<file path="config.mk">
export PLATFORM = sky130hd
export DESIGN_NAME = icache_dm2w
export DESIGN_NICKNAME = d
export VERILOG_FILES = /design/src/rtl/icache_dm2w.sv
export SDC_FILE = /design/constraint.sdc
export NUM_CORES = 1
export LEC_CHECK = 0
export CAP_MARGIN = 20
export CELL_PAD_IN_SITES_DETAIL_PLACEMENT = 2
export CELL_PAD_IN_SITES_GLOBAL_PLACEMENT = 2
export CORE_AREA = 4 4 279 309
export DETAILED_ROUTE_END_ITERATION = 8
export DIE_AREA = 0 0 283 313
export GPL_ROUTABILITY_DRIVEN = 0
export PLACE_DENSITY = 0.74
export SYNTH_ARGS = -nofsm -noshare
export SYNTH_HDL_FRONTEND = slang
export SYNTH_SLANG_ARGS = --single-unit
</file>
<file path="constraint.sdc">
create_clock -name CLK -period 8.7 [get_ports CLK]
set_clock_uncertainty 0.05 [all_clocks]
set_input_delay 1.305 -clock CLK [delete_from_list [all_inputs] [get_ports CLK]]
set_output_delay 1.305 -clock CLK [all_outputs]
set_load 0.1 [all_outputs]
</file>
<file path="src/rtl/icache_dm2w.sv">
// Direct-mapped instruction cache with 2-word blocks between the fetch port and the
// memory controller's instruction port. Misses fetch both words, then install the frame.
module icache_dm2w #(
    parameter int unsigned SETS  = 8,
    parameter int unsigned WORDS = 2
) (
    input  logic        CLK,
    input  logic        RST,
    input  logic        imemREN,
    input  logic [31:0] imemaddr,
    input  logic        flush,
    output logic        ihit,
    output logic [31:0] imemload,
    output logic        iREN,
    output logic [31:0] iaddr,
    input  logic [31:0] iload,
    input  logic        iwait,
    output logic [31:0] hit_count,
    output logic [31:0] miss_count
);

    localparam int unsigned IDXW = $clog2(SETS);
    localparam int unsigned OFFW = $clog2(WORDS);
    localparam int unsigned TAGW = 32 - 2 - OFFW - IDXW;

    typedef enum logic [1:0] {StIdle, StFetch0, StFetch1} state_e;

    state_e state_q, state_d;

    logic [SETS-1:0] valid_q;
    logic [TAGW-1:0] tag_q   [SETS];
    logic [31:0]     data0_q [SETS];
    logic [31:0]     data1_q [SETS];

    logic [31:0]     buf0_q;
    logic [TAGW-1:0] miss_tag_q;
    logic [IDXW-1:0] miss_idx_q;

    logic [TAGW-1:0] req_tag;
    logic [IDXW-1:0] req_idx;
    logic            req_off;
    logic            lookup_hit;
    logic            start_miss;
    logic            cap_buf;
    logic            fill;
    logic            unused_addr;

    assign req_tag     = imemaddr[31 -: TAGW];
    assign req_idx     = imemaddr[2+OFFW +: IDXW];
    assign req_off     = imemaddr[2];
    assign unused_addr = ^imemaddr[1:0];

    assign lookup_hit = valid_q[req_idx] && (tag_q[req_idx] == req_tag);
    assign ihit       = (state_q == StIdle) && imemREN && lookup_hit && !flush;
    assign imemload   = ihit ? (req_off ? data1_q[req_idx] : data0_q[req_idx]) : 32'h0;

    always_comb begin
        state_d    = state_q;
        iREN       = 1'b0;
        iaddr      = 32'h0;
        start_miss = 1'b0;
        cap_buf    = 1'b0;
        fill       = 1'b0;
        unique case (state_q)
            StIdle: begin
                if (imemREN && !lookup_hit && !flush) begin
                    start_miss = 1'b1;
                    state_d    = StFetch0;
                end
            end
            StFetch0: begin
                iREN  = 1'b1;
                iaddr = {miss_tag_q, miss_idx_q, 1'b0, 2'b00};
                // Flush wins over a beat completing in the same cycle.
                if (flush) begin
                    state_d = StIdle;
                end else if (!iwait) begin
                    cap_buf = 1'b1;
                    state_d = StFetch1;
                end
            end
            StFetch1: begin
                iREN  = 1'b1;
                iaddr = {miss_tag_q, miss_idx_q, 1'b1, 2'b00};
                if (flush) begin
                    state_d = StIdle;
                end else if (!iwait) begin
                    fill    = 1'b1;
                    state_d = StIdle;
                end
            end
            default: state_d = StIdle;
        endcase
    end

    always_ff @(posedge CLK) begin
        if (RST) begin
            state_q    <= StIdle;
            valid_q    <= '0;
            buf0_q     <= '0;
            miss_tag_q <= '0;
            miss_idx_q <= '0;
            hit_count  <= '0;
            miss_count <= '0;
        end else begin
            state_q <= state_d;
            if (flush) begin
                valid_q <= '0;
            end else if (fill) begin
                valid_q[miss_idx_q] <= 1'b1;
            end
            if (cap_buf) begin
                buf0_q <= iload;
            end
            if (start_miss) begin
                miss_tag_q <= req_tag;
                miss_idx_q <= req_idx;
            end
            if (ihit && (hit_count != 32'hFFFF_FFFF)) begin
                hit_count <= hit_count + 32'd1;
            end
            if (start_miss && (miss_count != 32'hFFFF_FFFF)) begin
                miss_count <= miss_count + 32'd1;
            end
        end
    end

    // Tag/data arrays carry no reset; validity alone governs hits.
    always_ff @(posedge CLK) begin
        if (fill && !RST) begin
            tag_q[miss_idx_q]   <= miss_tag_q;
            data0_q[miss_idx_q] <= buf0_q;
            data1_q[miss_idx_q] <= iload;
        end
    end

endmodule

</file>
==> out/summary.md, run 1 <==
The run finished with clean final reports. The run gives 7.34 ns as the data required time at the worst endpoint. Clock-pin slew was measured on the worst setup and hold paths at 0.06 ns. Sequential elements use 71.86% of the synthesized area.

The floorplan step defined a die boundary enclosing 0.08858 mm². The initial antenna violation count is 9, and the number of maximum-capacitance violations is 0. The highest clock rate was 0.1358 GHz; the share of the cycle needed by the critical path after routing was 84.64%.

The clock sink count came out at 855. Setup repair after global routing left no endpoint under its margin. For the pin with the worst max-slew slack, the measured transition is 1.100 ns. The area growth from synthesis to layout is 19.17%. The core area is 0.08291 mm². The x dimension of the die is 283 µm, and the number of buffers added by the clock tree synthesis step is 89.

The number of hold buffers added after CTS was 0. The compound-cell area share of the yosys netlist is 3.593%. The synthesized-area fraction occupied by adder cells works out to 0.1848%. After filler insertion, the fill cell instance count of the layout stands at 7417. Counting along the longest clock path gives a buffer depth of 3.

For the clock latency on the worst-skew pair, the log shows 0.64 ns. The run gives 26.66% as the relative max-transition margin. In this run, the number of DRC markers left after iteration 0 of detailed routing was 1614. CTS built an H-tree with a depth of 3.

Power spread over the standard cell area amounts to 217.2 mW/mm². The library cell used as clock root buffer is clkbuf_16. The run gives 96.59 mm as the wire length reported by the detailed router.

The completed layout was analyzed and its total power is 8.762 mW. The worst path meets setup with 1.336 ns of slack. The standard cell with the maximum stage delay on the critical path is nor4_1. The total track usage was 21.71%; the die outline height was 313 µm. Final-report max-slew violation count: 0. STA classifies the critical path startpoint as an input port.

TritonCTS built the clock tree. For this run, the number of Yosys warnings is 0. In this run the cell area of the synthesized design comes to 0.03385 mm². Walking the worst path, the cells encountered are clkbuf_8, nor2b_1, a22oi_1, a21oi_1, o21ai_0, nor4_1, nand4_4, buf_4, inv_1, buf_4, and2_1, buf_12.

The biggest fanout along the worst timing path works out to 86. In the synthesized netlist, the number of instances is 1901. Synthesis inferred 855 register bits. Post-CTS repair changed the size of 0 cells. The first global-routing pass estimated 144.9 mm of wire.

In this run the remaining antenna-violating nets after routing total 0. The final-report hold violation count was 0; the number of remaining DRC errors was 0. In this run, synthesis inferred 720 flip-flops with an integrated enable. For the largest voltage drop on the vdd net, the log shows 0.0001292 V.

STA puts the critical path data arrival time at 6.01 ns. The worst register-to-register path has a setup slack of 4.65 ns. The count of standard-cell rows was 111.

The leading register cell type out of synthesis is edfxtp_1. For this run, the slowest stage of the critical path takes 0.94 ns. Proportion of layout cells with a drive suffix above 1: 19.29%.

Total non-filler cell area in the finished layout: 0.04034 mm². The total setup violations reported at the end of the flow is 0, and the XOR/XNOR share of the synthesized area is 0.4140%. Dividing the detail-routed wire length by the instance count gives 29.60 µm.

Count of input and output buffers: 194. Cell occurring most often along the worst timing path: buf_4. The cell family contributing the most delay on the critical path is simple AND/OR/NAND/NOR gates.

On the final layout, the worst hold slack is 0.4316 ns. Type of element capturing the critical path: an output pin. For this run, asynchronously set or reset flops after synthesis account for 0%.

The setup slack at placement was 1.364 ns; the fraction of the mapped netlist area in simple logic gates was 6.621%. The class of the most critical hold timing path is reg2reg. The worst setup path is of the in2out kind.

199 I/O pins were placed. In the final design database the tool counted 2185 nets. The via total after detailed routing was 18990; the multiplexer share of the synthesized area was 15.61%. After routing, the total negative slack on setup checks comes to 0 ns. For the count of cell types in the netlist, the log shows 55. Dividing the synthesized area by the synthesized cell count gives 17.80 µm².

For the total cell area at the placement stage, the log shows 0.03733 mm². The smallest clock period supported by the final layout is computed as 7.364 ns. The estimated wirelength of the detail-placed design is 53.59 mm, and the count of buffering cells on the critical path with inverters included is 5. The leakage power figure is 13.44 nW, and the detail-routed via count per cell is 5.820. Once the floorplan was initialized, standard cells occupied 40.82% of the core.

The first detailed-routing pass ran for 5 iterations. Summed over all layers, the global routing overflow is 0. Once the clock tree was built, the setup fixing pass inserted 0 buffers. The largest family of logic cells by synthesized area is multiplexers. The number of global-route vias before repair is 21110. The run gives 87 as the maximum number of pins on one net before global-route repair.
-- metrics by stage --
step                std cells  util, %
floorplan                1902        -
global placement         3093    45.02
detailed placement       3093    45.02
CTS                      3261    48.64
global route             3261    48.64
finish                   3263    48.65
-- kinds of logic after synthesis --
logic type	count (synthesis)
AOI/OAI and AO/OA	194
muxes	288
adders and majority gates	5
DFF	855
other	1
and+or+nand+nor	414
xor gates and xnor gates	16
buffers and inverters	128
-- placed cells by master (no fill, tap or decap), types with 16 or more instances in the layout --
master,n
a21oi_1,95
clkinv_1,16
nand2_1,103
edfxtp_1,720
o31ai_1,45
dfxtp_1,135
and2_1,69
clkbuf_1,16
clkdlybuf4s50_1,156
nor2_1,59
buf_12,34
nand3_1,26
inv_1,17
clkbuf_16,91
buf_4,35
mux2i_1,80
clkinv_2,20
and3_1,23
or4_1,47
nor2b_1,21
mux4_2,190
-- synth_stat cells (17+ instances only) --
cell type  count  area share, %
a21oi_1       95            1.4
inv_1         17           0.19
buf_1         17           0.19
and3_1        23           0.43
dfxtp_1      135            8.0
nor2b_1       22           0.41
nand2_1      103            1.1
o31ai_1       45            1.0
clkbuf_1      66           0.73
nand3_1       26           0.38
nor2_1        65           0.72
and2_1        69            1.3
mux2i_1       80            2.4
mux4_2       190             13
or4_1         47            1.0
edfxtp_1     720             64
-- layer usage --
layer	global-route usage [%]	share of wire (%)
met2	39.16	53
met1	27.29	40
met3	3.367	5.0
met4	5.966	2.1
met5	0	0.066
-- worst paths after layout --
kind,from,end,cells past startpoint
hold / removal,valid_q[0],valid_q[0],1
setup / recovery,imemaddr[4],imemload[8],12
setup reg to reg,tag_q[7][22],hit_count[24],11
hold reg to reg,valid_q[0],valid_q[0],1
-- final cells by class --
| cell class | instances | area, µm² | area share, % |
|---|---|---|---|
| clock inverter | 55 | 584.3 | 1.449 |
| sequential | 855 | 24320 | 60.30 |
| multi-input combinational | 919 | 9047 | 22.43 |
| antenna | 2 | 5.005 | 0.01241 |
| tap | 1073 | 1343 | 3.328 |
| clock buffer | 113 | 2420 | 5.999 |
| inverter | 17 | 63.81 | 0.1582 |
| timing repair buffer | 229 | 2550 | 6.322 |
-- registers in the layout (all words and copies together), names as in the netlist, 3 cells and up --
name        cells
valid_q         8
miss_idx_q      3
data0_q       256
miss_count     32
data1_q       256
buf0_q         32
tag_q         208
hit_count      32
miss_tag_q     26
-- power breakdown --
group / internal [mW] / total, mW / switching, mW
registers: 4.43 / 4.46 / 0.0273
clock network: 2.30 / 3.95 / 1.65
logic: 0.144 / 0.353 / 0.210
total: 6.88 / 8.76 / 1.88
Note: power is estimated with default switching activity, not from simulation.
==> run 2: changes to the inputs <==
- CORE_AREA: 4 4 279 309 -> 4 4 267 295
- DIE_AREA: 0 0 283 313 -> 0 0 271 299
- PLACE_DENSITY: 0.74 -> 0.77
- clock period: 8.7 -> 6.8 ns (I/O delays scaled with it)
==> run 2 against run 1 <==
  * Clock power increased by 27%
  * Utilization increased by 4.5 points
  * Register-to-register slack got worse by 1.8 ns
  * Die area decreased by 8.5%
  * Wire length increased by 6.2%
  * Critical path depth decreased by 1
  * Largest cell class unchanged
  * First-iteration DRC count increased by 6.9%
==> out/summary.md, run 2 (synthesized netlist as in run 1, its figures left out) <==
For the relative contribution of combinational cells to total power, the log shows 4.1% (about the same). Total non-filler cell area in the finished layout: 0.04027 mm² (-0.17%). The class of the most critical hold timing path is reg2reg. The data arrival at the endpoint of the critical path came out at 5.05 ns (-0.96 ns). Static timing analysis puts the maximum clock frequency at 0.1635 GHz. The cell sitting at the root of the clock tree is a clkbuf_16. The number of routed nets with antenna violations was 0 (unchanged).

The biggest fanout along the worst timing path was 57 (-34%); the core area was 0.07573 mm² (-8.7%). The logs give 3 (unchanged) for the number of buffers on the longest clock path and 5.73 ns (-1.61 ns) for the data required time at the worst endpoint. The worst setup path is launched from an input port. The utilization after layout is 53.17% (+4.5 points). In the layout the commonest cells are edfxtp_1 (720), mux4_2 (190), clkdlybuf4s50_1 (156). The slew at the pin closest to its max-slew limit was 1.056 ns (-0.04409 ns); the x dimension of the die was 271 µm (-4.2%). Number of top-level design ports: 199 (unchanged). The overall die area is 0.08103 mm² (-8.5%), and the final-report hold violation count is 0 (unchanged). The total setup violations reported at the end of the flow is 0 (unchanged). The clock period could shrink to 6.115 ns. The run gives 152.9 mm (+5.5%) as the first-pass GRT wire length.

The logs give 0 (unchanged) for the number of maximum-capacitance violations and 6 (-3) for the initial antenna violation count. Startpoint-to-endpoint class of the critical path: in2out. For the internal portion of total power, the log shows 8.682 mW (+26%). Compared with the post-synthesis result, the final layout area differs by 18.97%. For the estimated wirelength of the detail-placed design, the log shows 55.39 mm (+3.4%). For the buffers inserted during post-CTS setup optimization, the log shows 0 (unchanged). The library cell used most frequently in the layout, excluding fill and tap cells, is edfxtp_1. The number of remaining DRC errors is 0 (unchanged).

The logs give 13.38 nW (-0.42%) for the leakage power figure and 2181 (-0.18%) for the net total in the final layout. The detail-routed via count per cell was 5.961 (+2.4%); the number of buffers inserted for hold repair after clock tree synthesis was 0 (unchanged). In the finished design, the share of the clock period the worst path needs comes to 89.93%. The run gives 3 (unchanged) as the H-tree level count. The tools report the total cell area at the placement stage as 0.03734 mm² (about the same). The setup slack at placement was 0.7136 ns (-0.6507 ns); the effective utilization at floorplan was 44.69% (+3.9 points). The clock sink count came out at 855 (unchanged). The wire length reported by the detailed router came out at 102.6 mm (+6.2%). The net load switching power came out at 2.492 mW (+32%). The setup TNS came out at 0 ns (unchanged). The tools report the type of element capturing the critical path as an output pin. The number of gates given a new drive strength after cts was 0 (unchanged).

The run gives 1725 (+6.9%) as the count of routing violations after the opening detailed-route iteration. The via total after detailed routing was 19130 (+0.76%); the number of buffers added by the clock tree synthesis step was 87 (-2.2%). TritonCTS built the clock tree. The logs give 106 (-4.5%) for the count of standard-cell rows and 44.8% (-0.3 points) for the portion of total power attributed to the clock network. The relative max-transition margin is 29.60% (+2.9 points), and the switching share of power is 22.30% (+0.80 points).

The maximum number of pins on one net before global-route repair was 91 (+4.6%); the detailed-route wire length per cell was 31.95 µm (+8.0%). Proportion of layout cells with a drive suffix above 1: 18.80% (-0.49 points). Setup repair after global routing left no endpoint under its margin. The logs give 25.36% (+3.7 points) for the total track usage and 0 (unchanged) for the leftover overflow at the end of global routing.

For the number of detailed-routing iterations run before antenna repair, the log shows 5 (unchanged). The final-report max-slew violation count was 0 (unchanged); the placed instance count was 3044 (-1.6%). The flow ran to the end, and the final reports show no timing, DRC or antenna violations. The final total power came out at 11.17 mW (+28%).

The power density normalized to cell area was 277.5 mW/mm² (+28%). The largest voltage drop on the vdd net is 0.0002413 V (+87%), and the final worst hold slack is 0.4502 ns (+0.01855 ns). The setup slack after layout came out at 0.6849 ns (-0.6516 ns). For the number of global-route vias before repair, the log shows 21520 (+2.0%).

The tools report the clock latency on the worst-skew pair as 0.67 ns (+0.03 ns). The logs give 3210 (-1.6%) for the count of non-filler cells in the finished layout and 51.1% (+0.2 points) for the part of the power in registers. The clock transition at the registers of the reported paths is 0.07 ns (about the same). The count of input and output buffers is 194 (unchanged). The die outline height was 299 µm (-4.5%). The largest registers in the layout are data0_q (256), data1_q (256), tag_q (208).
==> run 2: cell count changes in the layout (fill, tap and decap cells not counted), sizes merged <==
| cell | before | now |
|---|---|---|
| clkinv | 39 | 30 |
| diode | 2 | 3 |
| buf | 72 | 71 |
| clkbuf | 114 | 117 |
| inv | 20 | 21 |
| bufinv | 11 | 10 |
==> run 2: critical path, stage by stage <==
cell,delay (ns)
buf_8,0.46
nand2b_1,0.34
a211oi_1,0.59
nor4_1,0.14
nor4_1,0.78
and4_1,0.42
nand4_4,0.15
inv_1,0.12
buf_4,0.45
and2_1,0.29
buf_12,0.19
==> run 2: worst paths after layout <==
| path | from | slack (ns) | depth (start not counted) | to |
|---|---|---|---|---|
| hold / removal | valid_q[2] | 0.45 | 1 | valid_q[2] |
| setup reg to reg | tag_q[1][15] | 2.86 | 9 | miss_count[31] |
| setup / recovery | imemaddr[3] | 0.68 | 11 | imemload[14] |
| hold reg to reg | valid_q[2] | 0.45 | 1 | valid_q[2] |
==> run 2: routing by layer <==
metal  vias up  global-route usage [%]  routed length, µm  share of wire [%]
met3       146                   3.525               4496                4.4
li1       8057                       -                  -                  -
met5         -                       0                 27              0.026
met1     10330                   32.31              41330                 40
met4         4                   7.469               2398                2.3
met2       602                   45.42              54320                 53
==> run 2: final cells by class <==
cell class	count	area (µm²)
Timing Repair Buffer	227	2620
Clock buffer	117	2340
Antenna cell	3	7.507
Multi-Input combinational cell	919	9047
Fill cell	6565	35460
Sequential cell	855	24320
Inverter	17	63.81
Clock inverter	46	580.6
Tap cell	1026	1284
==> run 2: power groups by stage <==
| stage | Clock [mW] | Combinational [mW] | Sequential [mW] |
|---|---|---|---|
| floorplan | 0 | 0.277 | 5.80 |
| global placement | 0 | 0.427 | 5.81 |
| detailed placement | 0 | 0.451 | 5.82 |
| CTS | 5.13 | 0.462 | 5.71 |
| global route | 5.35 | 0.483 | 5.71 |
| finish | 5.01 | 0.458 | 5.71 |
==> edit (flow settings as in run 2) <==
Put one more register stage on the output `miss_count`, without a reset. The value now appears one clock later. The other outputs are not delayed to match.
--- a/src/rtl/icache_dm2w.sv
+++ b/src/rtl/icache_dm2w.sv
@@ -24,6 +24,8 @@
     localparam int unsigned TAGW = 32 - 2 - OFFW - IDXW;
 
     typedef enum logic [1:0] {StIdle, StFetch0, StFetch1} state_e;
+
+    logic [31:0] miss_count_s0;
 
     state_e state_q, state_d;
 
@@ -101,7 +103,7 @@
             miss_tag_q <= '0;
             miss_idx_q <= '0;
             hit_count  <= '0;
-            miss_count <= '0;
+            miss_count_s0 <= '0;
         end else begin
             state_q <= state_d;
             if (flush) begin
@@ -119,8 +121,8 @@
             if (ihit && (hit_count != 32'hFFFF_FFFF)) begin
                 hit_count <= hit_count + 32'd1;
             end
-            if (start_miss && (miss_count != 32'hFFFF_FFFF)) begin
-                miss_count <= miss_count + 32'd1;
+            if (start_miss && (miss_count_s0 != 32'hFFFF_FFFF)) begin
+                miss_count_s0 <= miss_count_s0 + 32'd1;
             end
         end
     end
@@ -134,5 +136,9 @@
         end
     end
 
+    always_ff @(posedge CLK) begin
+        miss_count <= miss_count_s0;
+    end
+
 endmodule
 
Check against the original RTL: not equivalent (Yosys sat finds a counterexample within 4 cycles, from zero or initial values and one cycle with RST high).
==> edit against run 2 <==
  * Critical path depth decreased by 1
  * Sequential share of layout area up 0.71 points
  * Sequential cell count increased by 32
  * Routed wire length shrank 0.50%
  * Worst setup slack better by 0.16 ns
  * Synthesized area rose by 1.5%
  * Power up 1.6%
  * Design area is 1.4% higher
  * Critical endpoint is now imemload[9]
==> edit: results (changes against run 2) <==
* Crit path DAT at 4.88 ns (-0.17 ns)
* Ant diodes at 6 (+3)
* Fill count at 6476 (-1.4%)
* DPL Wire Length at 56.7 mm (+2.3%)
* Asr flop ratio synth at 0% (unchanged)
* Register area share after synthesis at 72.6% (+0.78 points)
* Peak supply drop at 0.159 mV (-34%)
* Post-synthesis cell type count at 59 (+7.3%)
* Critical path's top delay family: simple AND/OR/NAND/NOR gates
* Multi-input combinational cell area at 0.00893 mm2 (-1.3%)
* CP max stage cell: mux4_2
* Data buffer area share at 6.44% (-0.068 points)
* I/O Buffers at 194 (unchanged)
* Reg2Reg Depth at 10 (+1)
* Inverter count at 22 (+5)
* Clock Buffer Count at 123 (+5.1%)
* Finished Layout Cells at 3284 (+2.3%)
* First-pass GRT wire length at 153 mm (about the same)
* Cell area after placement at 0.0379 mm2 (+1.4%)
* Later-pin clock latency in the skew report at 0.65 ns (-0.02 ns)
* Mux contribution to synthesized area at 14.8% (-0.78 points)
* RR Endpoint: hit_count[7]$_SDFFE_PP0P_
* Adder-Cell Fraction of Synth Area at 0.182% (-0.0028 points)
* Initial detailed-routing violation count at 1681 (-2.6%)
* GRT Total Usage at 25.3% (-0.065 points)
* Synth top cells by count: edfxtp_1, mux4_2, dfxtp_1, nand2_1, a21oi_1
* Initial antenna violation count at 9 (+3)
* Critical Path Fanout Max at 64 (+12%)
* GR Util met3 at 4.63% (+1.1 points)
* Routed WL at 102 mm (-0.50%)
* Met3 wire length at 5.74 mm (+28%)
* Seq. cell area at 0.0250 mm2 (+2.6%)
* Critical Path Sink: imemload[9]
* Leakage at 12.7 nW (-5.1%)
* Met1 Use GR at 31.0% (-1.3 points)
* XOR/XNOR Fraction of Synth Area at 0.968% (+0.55 points)
* WHS Path Cells at 0 (-1)
* Vias in the first global route at 22.0k (+2.2%)
* ClkCell Share at 7.20% (-0.054 points)
* Fin area at 0.0408 mm2 (+1.4%)
* Yosys reg bits at 887 (+3.7%)
* Vias at 19.3k (+1.0%)
* Non-clk bufs at 228 (+0.44%)
* Nets@finish at 2248 (+3.1%)
* CTS buffer count at 90 (+3.4%)
* Synth area leaders: edfxtp_1, mux4_2, dfxtp_1
* Hold path start: miss_count_s0[5]$_SDFFE_PP0P_
* Syn Inst Count at 1956 (+2.9%)
* Status: finished clean
* Dpl cells at 3107 (+2.1%)
* Sum of routed wire segments on met1 at 38.8 mm (-6.1%)
* Synth Area in Compound Gates at 2.87% (-0.73 points)
* Launching point of the worst reg2reg path: tag_q[6][9]$_DFFE_PP_
* Slew at the pin with the worst max-slew slack at 1.15 ns (+0.0891 ns)
* Layout cells sized above 1 at 20.0% (+1.2 points)
* Multi-input combinational cell count at 945 (+2.8%)
-- edit: changes by cell type in the layout (fill, tap and decap cells not counted), moves of 15 or more --
cell,run 2,this run
and2_1,69,32
and3_1,23,6
dfxtp_1,135,167
mux2_2,5,29
mux2i_1,80,49
nand2_1,103,156
nor2b_1,21,53
o31ai_1,45,10
or4_1,47,12
xnor2_1,9,24
-- edit: per-stage QoR --
| stage | power (mW) | hold WS, ns | setup WS (ns) |
|---|---|---|---|
| after floorplan | 6.27 | 0.301 | 0.545 |
| after global placement | 6.43 | 0.310 | 1.10 |
| after detailed placement | 6.46 | 0.309 | 1.03 |
| after CTS | 11.5 | 0.317 | 0.879 |
| after global routing | 11.7 | 0.333 | 0.674 |
| final | 11.4 | 0.314 | 0.848 |
-- edit: power breakdown --
group	leakage, nW	switching (mW)	internal (mW)	total [mW]
Sequential	7.63	0.0374	5.85	5.89
Clock	1.44	2.16	2.85	5.01
Combinational	3.63	0.272	0.182	0.454
Total	12.7	2.47	8.89	11.4
